### src/rtl/div_seq_pkg.sv
// Shared constants for the EX-stage sequential divider.
// State codes and word constants used by div_seq.
package div_seq_pkg;

    localparam logic [1:0] DIV_FREE    = 2'd0;
    localparam logic [1:0] DIV_BY_ZERO = 2'd1;
    localparam logic [1:0] DIV_ON      = 2'd2;
    localparam logic [1:0] DIV_END     = 2'd3;

    localparam logic DIV_START = 1'b1;
    localparam logic DIV_STOP  = 1'b0;

    localparam logic DIV_RESULT_READY     = 1'b1;
    localparam logic DIV_RESULT_NOT_READY = 1'b0;

    localparam logic [31:0] ZERO_WORD = 32'h0;

endpackage

### src/rtl/div_seq.sv
// Multi-cycle radix-2 restoring divider for DIV/DIVU.
// Returns {remainder, quotient}; stalls the pipeline while busy.
module div_seq
    import div_seq_pkg::*;
#(
    parameter int DW    = 32,
    parameter int CNT_W = 6
) (
    input  logic            clk,
    input  logic            rst,
    input  logic            signed_div_i,
    input  logic [DW-1:0]   opdata1_i,
    input  logic [DW-1:0]   opdata2_i,
    input  logic            start_i,
    input  logic            annul_i,
    output logic [2*DW-1:0] result_o,
    output logic            ready_o,
    output logic            stallreq_o
);

    logic [1:0]      state_q, state_d;
    logic [CNT_W-1:0] cnt_q, cnt_d;
    logic [DW-1:0]   dvd_q, dvd_d;
    logic [DW-1:0]   dvs_q, dvs_d;
    logic [DW-1:0]   rem_q, rem_d;
    logic            neg_quo_q, neg_quo_d;
    logic            neg_rem_q, neg_rem_d;
    logic [2*DW-1:0] result_q, result_d;

    logic [DW:0]     partial;
    logic            q_bit;
    logic [DW-1:0]   rem_step;
    logic [DW-1:0]   quo_step;
    logic            neg_a;
    logic            neg_b;

    // Remainder keeps its full width so divisors above 2^(DW-1) stay exact.
    always_comb begin
        partial  = {rem_q, dvd_q[DW-1]} - {1'b0, dvs_q};
        q_bit    = ~partial[DW];
        rem_step = q_bit ? partial[DW-1:0] : {rem_q[DW-2:0], dvd_q[DW-1]};
        quo_step = {dvd_q[DW-2:0], q_bit};
        neg_a    = signed_div_i & opdata1_i[DW-1];
        neg_b    = signed_div_i & opdata2_i[DW-1];
    end

    always_comb begin
        state_d   = state_q;
        cnt_d     = cnt_q;
        dvd_d     = dvd_q;
        dvs_d     = dvs_q;
        rem_d     = rem_q;
        neg_quo_d = neg_quo_q;
        neg_rem_d = neg_rem_q;
        result_d  = result_q;
        case (state_q)
            DIV_FREE: begin
                if (start_i == DIV_START && !annul_i) begin
                    if (opdata2_i == '0) begin
                        state_d = DIV_BY_ZERO;
                    end else begin
                        dvd_d     = neg_a ? -opdata1_i : opdata1_i;
                        dvs_d     = neg_b ? -opdata2_i : opdata2_i;
                        rem_d     = '0;
                        cnt_d     = '0;
                        neg_quo_d = neg_a ^ neg_b;
                        neg_rem_d = neg_a;
                        state_d   = DIV_ON;
                    end
                end
            end
            DIV_BY_ZERO: begin
                if (annul_i) begin
                    state_d = DIV_FREE;
                end else begin
                    result_d = '0;
                    state_d  = DIV_END;
                end
            end
            DIV_ON: begin
                if (annul_i) begin
                    state_d = DIV_FREE;
                end else begin
                    rem_d = rem_step;
                    dvd_d = quo_step;
                    cnt_d = cnt_q + CNT_W'(1);
                    // Last step: sign fix-up goes straight into the result.
                    if (cnt_q == CNT_W'(DW - 1)) begin
                        result_d = {neg_rem_q ? -rem_step : rem_step,
                                    neg_quo_q ? -quo_step : quo_step};
                        state_d  = DIV_END;
                    end
                end
            end
            default: begin
                if (annul_i || start_i == DIV_STOP) begin
                    state_d = DIV_FREE;
                end
            end
        endcase
    end

    always_ff @(posedge clk or negedge rst) begin
        if (!rst) begin
            state_q   <= DIV_FREE;
            cnt_q     <= '0;
            dvd_q     <= '0;
            dvs_q     <= '0;
            rem_q     <= '0;
            neg_quo_q <= 1'b0;
            neg_rem_q <= 1'b0;
            result_q  <= '0;
        end else begin
            state_q   <= state_d;
            cnt_q     <= cnt_d;
            dvd_q     <= dvd_d;
            dvs_q     <= dvs_d;
            rem_q     <= rem_d;
            neg_quo_q <= neg_quo_d;
            neg_rem_q <= neg_rem_d;
            result_q  <= result_d;
        end
    end

    always_comb begin
        ready_o    = (state_q == DIV_END) ? DIV_RESULT_READY
                                          : DIV_RESULT_NOT_READY;
        result_o   = result_q;
        stallreq_o = start_i & ~ready_o & ~annul_i;
    end

endmodule

### config.mk
export PLATFORM = sky130hd
export DESIGN_NAME = div_seq
export DESIGN_NICKNAME = d
export VERILOG_FILES = /design/src/rtl/div_seq_pkg.sv /design/src/rtl/div_seq.sv
export SDC_FILE = /design/constraint.sdc
export NUM_CORES = 1
export LEC_CHECK = 0
export CORE_UTILIZATION = 51
export DETAILED_ROUTE_END_ITERATION = 8
export GPL_TIMING_DRIVEN = 1
export PLACE_DENSITY = 0.69
export SYNTH_ARGS = -nofsm -noshare
export SYNTH_HDL_FRONTEND = slang
export SYNTH_SLANG_ARGS = --single-unit
### constraint.sdc
create_clock -name clk -period 10.14 [get_ports clk]
set_input_delay 1.521 -clock clk [delete_from_list [all_inputs] [get_ports clk]]
set_output_delay 1.521 -clock clk [all_outputs]
set_load 0.01 [all_outputs]
## After elaboration in Yosys (flattened, before gate mapping)

Index checks and enable logic that the tools add are counted.

- $add $sub $neg: 6
- Bitwise logic cells: 10
- Mux-type cells: 29
- Equality and inequality tests: 10
- Reductions and logical operators: 12

Operators with widths:

| operator | count |
|---|---|
| $mux W32 | 11 |
| $mux W64 | 3 |
| $neg A32 Y32 | 4 |
| $pmux W32 S2 | 2 |
| $pmux W64 S2 | 1 |
| $sub A33 B32 Y33 | 1 |
| $logic_not A32 Y1 | 1 |
| $mux W6 | 3 |
| $mux W2 | 6 |
| $pmux W6 S2 | 1 |
| $ne A2 B2 Y1 const B | 5 |
| $reduce_and A4 Y1 | 2 |
| $add A6 B1 Y6 const B | 1 |
| $eq A6 B5 Y1 const B | 1 |
| $pmux W2 S3 | 1 |
| $reduce_and A3 Y1 | 2 |
| $not A1 Y1 | 5 |
| $and A1 B1 Y1 | 4 |
| $eq A2 B2 Y1 const B | 2 |
| $reduce_bool A2 Y1 | 2 |
| $reduce_bool A4 Y1 | 1 |
| $ne A3 B3 Y1 const B | 1 |
| $eq A2 B1 Y1 const B | 1 |
| $logic_not A2 Y1 | 1 |
| other kinds (5) | 5 |

- Output and inout port bits: 66
- Input bits: 69
- Register bits after elaboration: 170

## Logic depth before layout (Yosys ltp)

Gate-level depths: netlist (run 1).

- Depth after elaboration: 7
- Depth in mapped cells: 24
- Gate-level depth less buffers: 21

## Least setup slack after synthesis (run 1)

OpenSTA, ideal clock, no wires.

- Kind: reg-to-reg
- From: reg dvd_q[31]
- To: reg result_q[62], in the netlist result_o[62]
- Arrival: 4.970 ns
- Path buffers: 3
- Cell stages (with the launch flop): 25
- Path slack: 5.018 ns
- Path through: dfrtp_1 > inv_1 > ha_1 > fa_1 > nand2b_1 > a211oi_1 > o21ai_2 > nand2_2 > a221o_2 > nor2_4 > inv_4 > buf_6 > clkbuf_1 > clkbuf_1 > nor2_1 > a21oi_1 > ha_1 > o21ai_0 > or4_1 > or3_1 > a2bb2oi_1 > nand3b_1 > nor4_1 > mux2i_1 > o311ai_0

- Word-level cells in the longest chain between the ends: 7

RTL lines:

| item | RTL line | source |
|---|---|---|
| start: declaration | div_seq.sv:23 | `logic [DW-1:0] dvd_q, dvd_d;` |
| start signal: assignment | div_seq.sv:116 | `dvd_q <= dvd_d;` |
| $sub A33 B32 Y33 | div_seq.sv:39 | `partial = {rem_q, dvd_q[DW-1]} - {1'b0, dvs_q};` |
| $mux W32 * | div_seq.sv:41 | `rem_step = q_bit ? partial[DW-1:0] : {rem_q[DW-2:0], dvd_q[DW-1]};` |
| $neg A32 Y32 | div_seq.sv:89 | `result_d = {neg_rem_q ? -rem_step : rem_step,` |
| $mux W32 * | div_seq.sv:89 |  |
| $mux W64 * | div_seq.sv:88 | `if (cnt_q == CNT_W'(DW - 1)) begin` |
| $mux W64 * | div_seq.sv:81 | `if (annul_i) begin` |
| $pmux W64 S2 * | div_seq.sv:56 | `case (state_q)` |
| end signal: assignment | div_seq.sv:121 | `result_q <= result_d;` |
| end: declaration | div_seq.sv:28 | `logic [2*DW-1:0] result_q, result_d;` |

Every way passes the cells marked *; elsewhere a longest branch is shown, timed or not. The select of a mux whose other input is x is not followed.
A chain may end at the register's enable or synchronous reset.

## Worst setup path after layout (run 1)

Same ends and word-level chain as after synthesis.

==> flow_summary.yaml, run 1 <==
status:
  status: "finished clean"
routing:
  dr.max_layer_used: "met4"
  wl_met1_mm: 17.05
  detail-route-antenna-nets: 0
  dr.pass1.iters: 5
  routed_wirelength_mm: 36.33
  wl_met3_mm: 1.851
  drtIter0Drc: 933
  drc: 0
  wire_per_inst_um: 18.70
  viasPerCell: 5.969
  wl_met2_mm: 16.36
  vias: 11600
flow_run:
  drv_cap: 0
clock_network:
  cts_hold_buf: 0
  cts.repair.resized: 0
  cts_tree: "yes"
  cts_made_buffers: 17
  htreeDepth: 4
  root_buffer: "clkbuf_16"
  clk_pin_slew_ns: 0.07
  post_cts_buffers: 0
  cts_buffer_depth: 2
  clock-sinks: 170
  clock_latency_ns: 0.44
sta:
  min_period_over_period_pct: 56.36
  setup_violations: 0
  fin_tns_setup_ns: 0
  rsz0062_at_grt: "false"
  finClkSkew_ns: 0.01503
  fin_crit_ns: 5.715
  hold_viol_final: 0
  max_slew_margin_pct: 24.97
  max_freq_ghz: 0.1750
  worstMarginPinSlew_ns: 1.125
  maxSlewViolCount: 0
finish:
  syn2layout_area_growth_pct: 16.15
  final_nets: 1722
  finalCoreUtilization_pct: 60.84
  drive_above_1_share_pct: 5.665
  antenna_cells: 0
pwr:
  p_total_mw: 5.392
  comb_power_share_pct: 63.5
  power_frac_clock_pct: 12.4
  p_sw_mw: 2.750
  switching_share_pct: 51.00
  leakage_nw: 5.969
  pwr_density_cell_nw_per_um2: 374.2
  vdd_ir_drop_max_uv: 164.4
  pwr-share-seq_pct: 24.1
  p_int_mw: 2.642
global_route:
  grt_overflow_total: 0
  first_global_vias: 10680
  grt_pass1_wl_mm: 58.79
  grt_max_degree: 74
  antenna_found_initial: 0
  grtUsageTotal_pct: 30.38
floorplan:
  die_x_um: 158.0
  die_h_um: 158.0
  fp-row-count: 56
  ios: 135
  initial_core_util_pct: 52.38
  core_um2: 23680
  design.die.area_um2: 24950
logic_synthesis:
  syn_area_um2: 12400
  synth_cell_types: 80
  ys_seq_area_share_pct: 34.29
  yosysWarnings: 0
  syn_avg_cell_area_um2: 8.060
  yosysTopAreaCell: "dfrtp_1"
  synth_top_area_share_pct: 34.29
  synthTopCellsByArea: "dfrtp_1 (34%), nand2_1 (6.9%), o21ai_0 (6.2%)"
  async_flop_share_pct: 100.0
  synthCells: 1539
  synthesis.nets: 1650
  synth_edf_count: 0
  ys_ff_latch: 170
  ys.flop_type: "dfrtp_1"
worst_setup_path:
  worst_setup_path_end_kind: "flip-flop"
  worstSetupStartpointType: "flip-flop"
  worstPathRequired_ns: 10.42
  cp_max_fo: 42
  cp.arrival_ns: 5.99
  critical_path_class: "reg -> reg"
placed_design:
  place.detailed.hpwl_mm: 26.73
  io_buffers: 134
  place_congestion: 0.9235
min_path:
  hold_class: "reg -> reg"
==> state kept, by name, indices dropped and copies added, names as in the netlist <==
register   flops
dvd_q         32
dvs_q         32
state_q        2
neg_quo_q      1
neg_rem_q      1
cnt_q          6
result_o      64
rem_q         32
==> final timing paths <==
check,from,to,slack [ns],cells after the start
max,dvd_q[31],result_o[62],4.43,21
max in group asynchronous,rst,result_o[17],7.17,3
min,result_o[51],result_o[51],0.48,2
max reg2reg,dvd_q[31],result_o[62],4.43,21
min in group asynchronous,rst,dvs_q[25],1.01,1
min reg2reg,result_o[51],result_o[51],0.48,2
==> cells in the mapped netlist (all sizes together), types with 40 or more instances <==
master and instances:
inv 53, o31ai 56, xnor2 55, o21ai 181
dfrtp 170, ha 41, nor2 132, nand2 229
xor2 83, clkbuf 54, a21oi 134, nor3 40
==> critical path, stage by stage, from the launching register on <==
cell and delay [ns]:
dfrtp_1 0.37, inv_1 0.08, ha_1 0.24, fa_1 0.38, nand2b_1 0.22, a211oi_1 0.37
o21ai_2 0.13, nand2_2 0.14, a221o_2 0.49, nor2_4 0.09, inv_4 0.37, nor2_1 0.08
a21oi_1 0.28, ha_1 0.29, o21ai_0 0.16, or4_1 0.47, or3_1 0.35, a2bb2oi_1 0.18
nand3b_1 0.22, nor4_1 0.27, mux2i_1 0.21, o311ai_0 0.13
==> metrics by stage <==
step                      instances  hold slack (ns)  setup WS [ns]  cell area, µm²
after floorplan                1539           0.4498          5.018           12400
after global placement         1911           0.4637          4.184           13830
after detailed placement       1911           0.4700          4.064           13830
after CTS                      1943           0.4869          4.496           14410
after global routing           1943           0.5017          4.007           14410
final                          1943           0.4762          4.425           14410
==> metal layers <==
metal  up-vias  global-route usage, %
met2       405                  47.24
met1      5529                  43.79
met4         0                  10.26
met3        71                  3.422
li1       5593                      -
met5         -                      0
==> power by group through the flow <==
stage	clock, mW	sequential, mW	combinational (mW)
after global placement	0	1.30	3.32
after floorplan	0	1.25	2.38
after detailed placement	0	1.31	3.36
after CTS	0.674	1.30	3.39
after global routing	0.702	1.34	3.77
final	0.667	1.30	3.42
==> cell usage in the layout (no fill, tap or decap), types with 6 or more instances in the layout <==
master,count
o31ai_1,54
nand4_1,13
or4_1,16
mux2i_1,25
a21o_1,7
inv_1,52
a21oi_1,128
nand2b_1,12
o21a_1,15
inv_6,6
a31oi_1,11
clkbuf_16,17
ha_1,40
xor2_1,83
buf_4,12
o21ai_0,154
nand3_1,18
o41ai_2,7
and2_1,7
xnor2_1,55
dfrtp_1,170
o21ai_1,25
a211oi_1,6
or3_1,21
nor2_1,131
o41ai_1,9
o211ai_1,10
nor3_1,40
nor4_1,17
clkdlybuf4s50_1,133
nand2_1,227
==> layout make-up <==
type                    instances  area (µm²)
well taps                     319       399.1
multi-input cells            1222        7535
fillers                      2195        9275
inverters                      54       205.2
repair buffers                146        1433
flip-flops and latches        170        4254
clock inverters                14       152.6
clock buffers                  18       429.2
==> cells by family after synthesis <==
| logic type | share of synthesized area [%] |
|---|---|
| adder cells (fa/ha/maj) | 4.297 |
| flip-flops | 34.29 |
| AO/OA/AOI/OAI | 24.01 |
| buffers and inverters | 5.053 |
| multiplexers | 2.380 |
| AND/OR/NAND/NOR | 20.22 |
| XOR/XNOR | 9.744 |
(Power assumes the default switching activity.)
==> inputs of run 2 (changes only) <==
==> constraint.sdc (replaced) <==
create_clock -name clk -period 5.6 [get_ports clk]
set_input_delay 0.84 -clock clk [delete_from_list [all_inputs] [get_ports clk]]
set_output_delay 0.84 -clock clk [all_outputs]
set_load 0.01 [all_outputs]
==> flow_summary.yaml, run 2 (synthesized netlist as in run 1, its figures left out) <==
clock_network:
  cts_tree: "yes"
  clock-sinks: 170
  clock_latency_ns: 0.44
  htreeDepth: 4
  clk_pin_slew_ns: 0.07
  cts_hold_buf: 0
  post_cts_buffers: 0
  cts_made_buffers: 17
  cts_buffer_depth: 2
  cts.repair.resized: 0
  root_buffer: "clkbuf_16"
placed_design:
  place.detailed.hpwl_mm: 26.70
  dp_slack_ns: 0.6115
  io_buffers: 134
  place_congestion: 0.9589
sta:
  maxSlewViolCount: 0
  finClkSkew_ns: 0.01653
  min_period_over_period_pct: 90.62
  fin_tns_setup_ns: 0
  setup_violations: 0
  max_freq_ghz: 0.1971
  setup_slack_ns: 0.5254
  worstMarginPinSlew_ns: 1.178
  hold_viol_final: 0
  max_slew_margin_pct: 21.46
  fin_crit_ns: 5.075
  rsz0062_at_grt: "false"
finish:
  layout_common_cells: "nand2_1 (227), dfrtp_1 (170), o21ai_0 (154)"
  largest_register_ffs: 64
  final_common_cell: "nand2_1"
  drive_above_1_share_pct: 5.955
  final_nets: 1727
  regArea_um2: 4254
  multi_input_area_um2: 7535
  antenna_cells: 0
  fillCellCount: 2176
  syn2layout_area_growth_pct: 16.96
  finalCoreUtilization_pct: 61.26
floorplan:
  die_x_um: 158.0
  initial_core_util_pct: 52.38
  ios: 135
  design.die.area_um2: 24950
  core_um2: 23680
  fp-row-count: 56
  die_h_um: 158.0
routing:
  detail-route-antenna-nets: 0
  drtIter0Drc: 855
  dr.pass1.iters: 5
  vias: 11560
  drc: 0
  viasPerCell: 5.936
  wire_per_inst_um: 18.29
  routed_wirelength_mm: 35.63
worst_setup_path:
  crit_path_end: "result_o[62]"
  worstPathRequired_ns: 5.85
  timing.rr.end: "result_o[62]"
  worst_setup_path_end_kind: "flip-flop"
  worstSetupStartpointType: "flip-flop"
  critical_path_class: "reg -> reg"
  cp_max_fo: 13
  cp.arrival_ns: 5.33
  timing.rr.start: "dvd_q[31]"
  worst_r2r_path_depth: 21
  worstSetupStartpoint: "dvd_q[31]"
  rrSetupSlack_ns: 0.53
global_route:
  grt_max_degree: 73
  grtUsageTotal_pct: 29.43
  grt_overflow_total: 0
  grt_pass1_wl_mm: 57.07
  antenna_found_initial: 0
  first_global_vias: 10630
pwr:
  leakage_nw: 6.021
  pwr_density_cell_nw_per_um2: 678.2
  vdd_ir_drop_max_uv: 373.9
status:
  status: "finished clean"
min_path:
  hold_class: "in -> async"
flow_run:
  drv_cap: 0
## run 2: through the flow
stage / hold slack (ns) / power (mW) / cells / area, µm²
after floorplan: 0.4498 / 6.579 / 1539 / 12400
after global placement: 0.4651 / 8.352 / 1916 / 13880
after detailed placement: 0.4718 / 8.433 / 1916 / 13880
after CTS: 0.3862 / 9.761 / 1948 / 14510
after global routing: 0.3968 / 10.56 / 1948 / 14510
final: 0.3506 / 9.839 / 1948 / 14510
## run 2: worst min-delay path by stage
| stage | start | to | depth (start not counted) |
|---|---|---|---|
| after floorplan | dvs_q[27] | dvs_q[27] | 2 |
| after global placement | result_o[35] | result_o[35] | 2 |
| after detailed placement | result_o[14] | result_o[14] | 2 |
| after CTS | rst | rem_q[20] | 1 |
| after global routing | rst | rem_q[20] | 1 |
| final | rst | rem_q[20] | 1 |
## run 2: layout make-up
class,instances,share of cell area (%)
inverters,54,1.414
clock buffers,18,2.958
clock inverters,14,1.397
flip-flops and latches,170,29.32
multi-input cells,1222,51.94
repair buffers,151,10.22
well taps,319,2.751
## run 2: worst max-delay path: stages (launching register included)
cell and delay (ns):
dfrtp_1 0.37, inv_1 0.08, ha_1 0.24, fa_1 0.39, nand2b_1 0.22, a211oi_1 0.34
o21ai_2 0.13, nand2_2 0.15, a221o_2 0.21, nor2_4 0.07, inv_4 0.13, nor2_1 0.05
a21oi_1 0.22, ha_1 0.24, o21ai_0 0.16, or4_1 0.48, or3_1 0.36, a2bb2oi_1 0.18
nand3b_1 0.19, nor4_1 0.29, mux2i_1 0.22, o311ai_0 0.15
## run 2: metal layers
layer	share of wire (%)	GRT usage (%)	wire length, µm	up-vias
met1	46	41.49	16510	5510
met2	46	46.07	16270	356
met5	0	0	0	-
met3	5.7	4.791	2016	61
li1	-	-	-	5636
met4	2.3	9.249	833	0
## run 2: where the power goes
| group | leakage, nW | switching (mW) | internal (mW) | total, mW |
|---|---|---|---|---|
| combinational | 3.54 | 3.80 | 2.38 | 6.18 |
| clock | 0.305 | 0.561 | 0.724 | 1.28 |
| sequential | 2.18 | 0.583 | 1.79 | 2.37 |
| total | 6.02 | 4.95 | 4.89 | 9.84 |
==> inputs of run 3 (changes only) <==
--- a/config.mk
+++ b/config.mk
@@ -9,6 +9,7 @@
 export DETAILED_ROUTE_END_ITERATION = 8
 export GPL_TIMING_DRIVEN = 1
 export PLACE_DENSITY = 0.69
+export SLEW_MARGIN = 20
 export SYNTH_ARGS = -nofsm -noshare
 export SYNTH_HDL_FRONTEND = slang
 export SYNTH_SLANG_ARGS = --single-unit
==> flow_summary.yaml, run 3 (synthesized netlist as in run 1, its figures left out) <==
finish:
  final_nets: 1727
  syn2layout_area_growth_pct: 16.97
  largest_register_ffs: 64
  regArea_um2: 4255
  instances_no_fill: 1948
  drive_above_1_share_pct: 6.016
  layout_common_cells: "nand2_1 (227), dfrtp_1 (169), o21ai_0 (154)"
  fillCellCount: 2175
  finalCoreUtilization_pct: 61.26
  final_common_cell: "nand2_1"
  antenna_cells: 0
  multi_input_area_um2: 7535
pwr:
  leakage_nw: 6.020
  pwr_density_cell_nw_per_um2: 678.0
  comb_power_share_pct: 62.8
  pwr-share-seq_pct: 24.1
  switching_share_pct: 50.31
  vdd_ir_drop_max_uv: 373.9
  p_sw_mw: 4.948
  p_int_mw: 4.888
  power_frac_clock_pct: 13.1
placed_design:
  place_congestion: 0.9589
  placed_cells: 1916
  io_buffers: 134
  place.detailed.hpwl_mm: 26.70
floorplan:
  ios: 135
  die_x_um: 158.0
  design.die.area_um2: 24950
  die_h_um: 158.0
  core_um2: 23680
  fp-row-count: 56
  initial_core_util_pct: 52.38
flow_run:
  drv_cap: 0
clock_network:
  cts.repair.resized: 0
  cts_hold_buf: 0
  cts_buffer_depth: 2
  clk_pin_slew_ns: 0.07
  htreeDepth: 4
  clock_latency_ns: 0.44
  cts_made_buffers: 17
  clock-sinks: 170
  post_cts_buffers: 0
  cts_tree: "yes"
  root_buffer: "clkbuf_16"
worst_setup_path:
  worstPathRequired_ns: 5.85
  worst_setup_path_end_kind: "flip-flop"
  timing.rr.end: "result_o[62]"
  cp_max_fo: 13
  worstSetupStartpointType: "flip-flop"
  rrSetupSlack_ns: 0.53
  critical_path_class: "reg -> reg"
  worst_r2r_path_depth: 21
  cp.arrival_ns: 5.33
  timing.rr.start: "dvd_q[31]"
global_route:
  grt_pass1_wl_mm: 57.07
  grt_max_degree: 73
  first_global_vias: 10630
  antenna_found_initial: 0
  grtUsageTotal_pct: 29.43
  grt_overflow_total: 0
routing:
  viasPerCell: 5.936
  wire_per_inst_um: 18.29
  drtIter0Drc: 855
  dr.pass1.iters: 5
  routed_wirelength_mm: 35.63
  vias: 11560
  detail-route-antenna-nets: 0
  drc: 0
sta:
  maxSlewViolCount: 0
  max_freq_ghz: 0.1971
  hold_viol_final: 0
  worstMarginPinSlew_ns: 1.039
  setup_violations: 0
  fin_tns_setup_ns: 0
  rsz0062_at_grt: "false"
  max_slew_margin_pct: 30.73
  finClkSkew_ns: 0.01653
  min_period_over_period_pct: 90.62
  fin_crit_ns: 5.075
min_path:
  hold_class: "in -> async"
status:
  status: "finished clean"
[run 3: cell count changes in the layout (fill, tap and decap cells not counted)]
cell / change
dfrtp_2: +1
dfrtp_1: -1
[run 3: area by class of cell]
| type | count | area share [%] |
|---|---|---|
| Inverter | 54 | 1.414 |
| Tap cell | 319 | 2.751 |
| Clock inverter | 14 | 1.397 |
| Timing Repair Buffer | 151 | 10.22 |
| Sequential cell | 170 | 29.33 |
| Clock buffer | 18 | 2.958 |
| Multi-Input combinational cell | 1222 | 51.93 |
[run 3: how the worst max path moves through the flow]
stage / startpoint / end / slack [ns] / depth (start not counted)
floorplan: dvd_q[31] / result_o[62] / 0.48 / 24
detailed placement: dvd_q[31] / result_o[62] / 0.61 / 21
global placement: opdata2_i[0] / dvd_q[30] / 0.63 / 13
CTS: dvd_q[31] / result_o[62] / 0.60 / 21
finish: dvd_q[31] / result_o[62] / 0.53 / 21
global route: dvd_q[31] / result_o[62] / 0.18 / 21
[run 3: layer usage]
layer / global-route usage (%) / routed length (µm) / vias to the layer above
met1: 41.49 / 16510 / 5510
met4: 9.249 / 833 / 0
met2: 46.07 / 16270 / 356
met3: 4.791 / 2016 / 61
li1: - / - / 5636
met5: 0 / 0 / -
[run 3: metrics by stage]
stage | hold WS, ns | setup WS (ns) | power [mW] | instance area, µm²
after floorplan | 0.4498 | 0.4778 | 6.579 | 12400
after global placement | 0.4651 | 0.6265 | 8.352 | 13880
after detailed placement | 0.4718 | 0.6115 | 8.433 | 13880
after CTS | 0.3862 | 0.5954 | 9.761 | 14510
after global routing | 0.3968 | 0.1772 | 10.55 | 14510
final | 0.3506 | 0.5254 | 9.836 | 14510
[run 3: power groups by stage]
stage          clock network, mW  logic, mW  registers (mW)
6_report                    1.28       6.18            2.37
5_1_grt                     1.34       6.77            2.45
4_1_cts                     1.30       6.11            2.36
3_5_place_dp                   0       6.06            2.38
3_3_place_gp                   0       6.00            2.36
2_1_floorplan                  0       4.31            2.27
[run 3: worst max-delay path, stage by stage (launching register included)]
cell	delay (ns)
dfrtp_1	0.37
inv_1	0.08
ha_1	0.24
fa_1	0.39
nand2b_1	0.22
a211oi_1	0.34
o21ai_2	0.13
nand2_2	0.15
a221o_2	0.21
nor2_4	0.07
inv_4	0.13
nor2_1	0.05
a21oi_1	0.22
ha_1	0.24
o21ai_0	0.16
or4_1	0.48
or3_1	0.36
a2bb2oi_1	0.18
nand3b_1	0.19
nor4_1	0.29
mux2i_1	0.22
o311ai_0	0.15
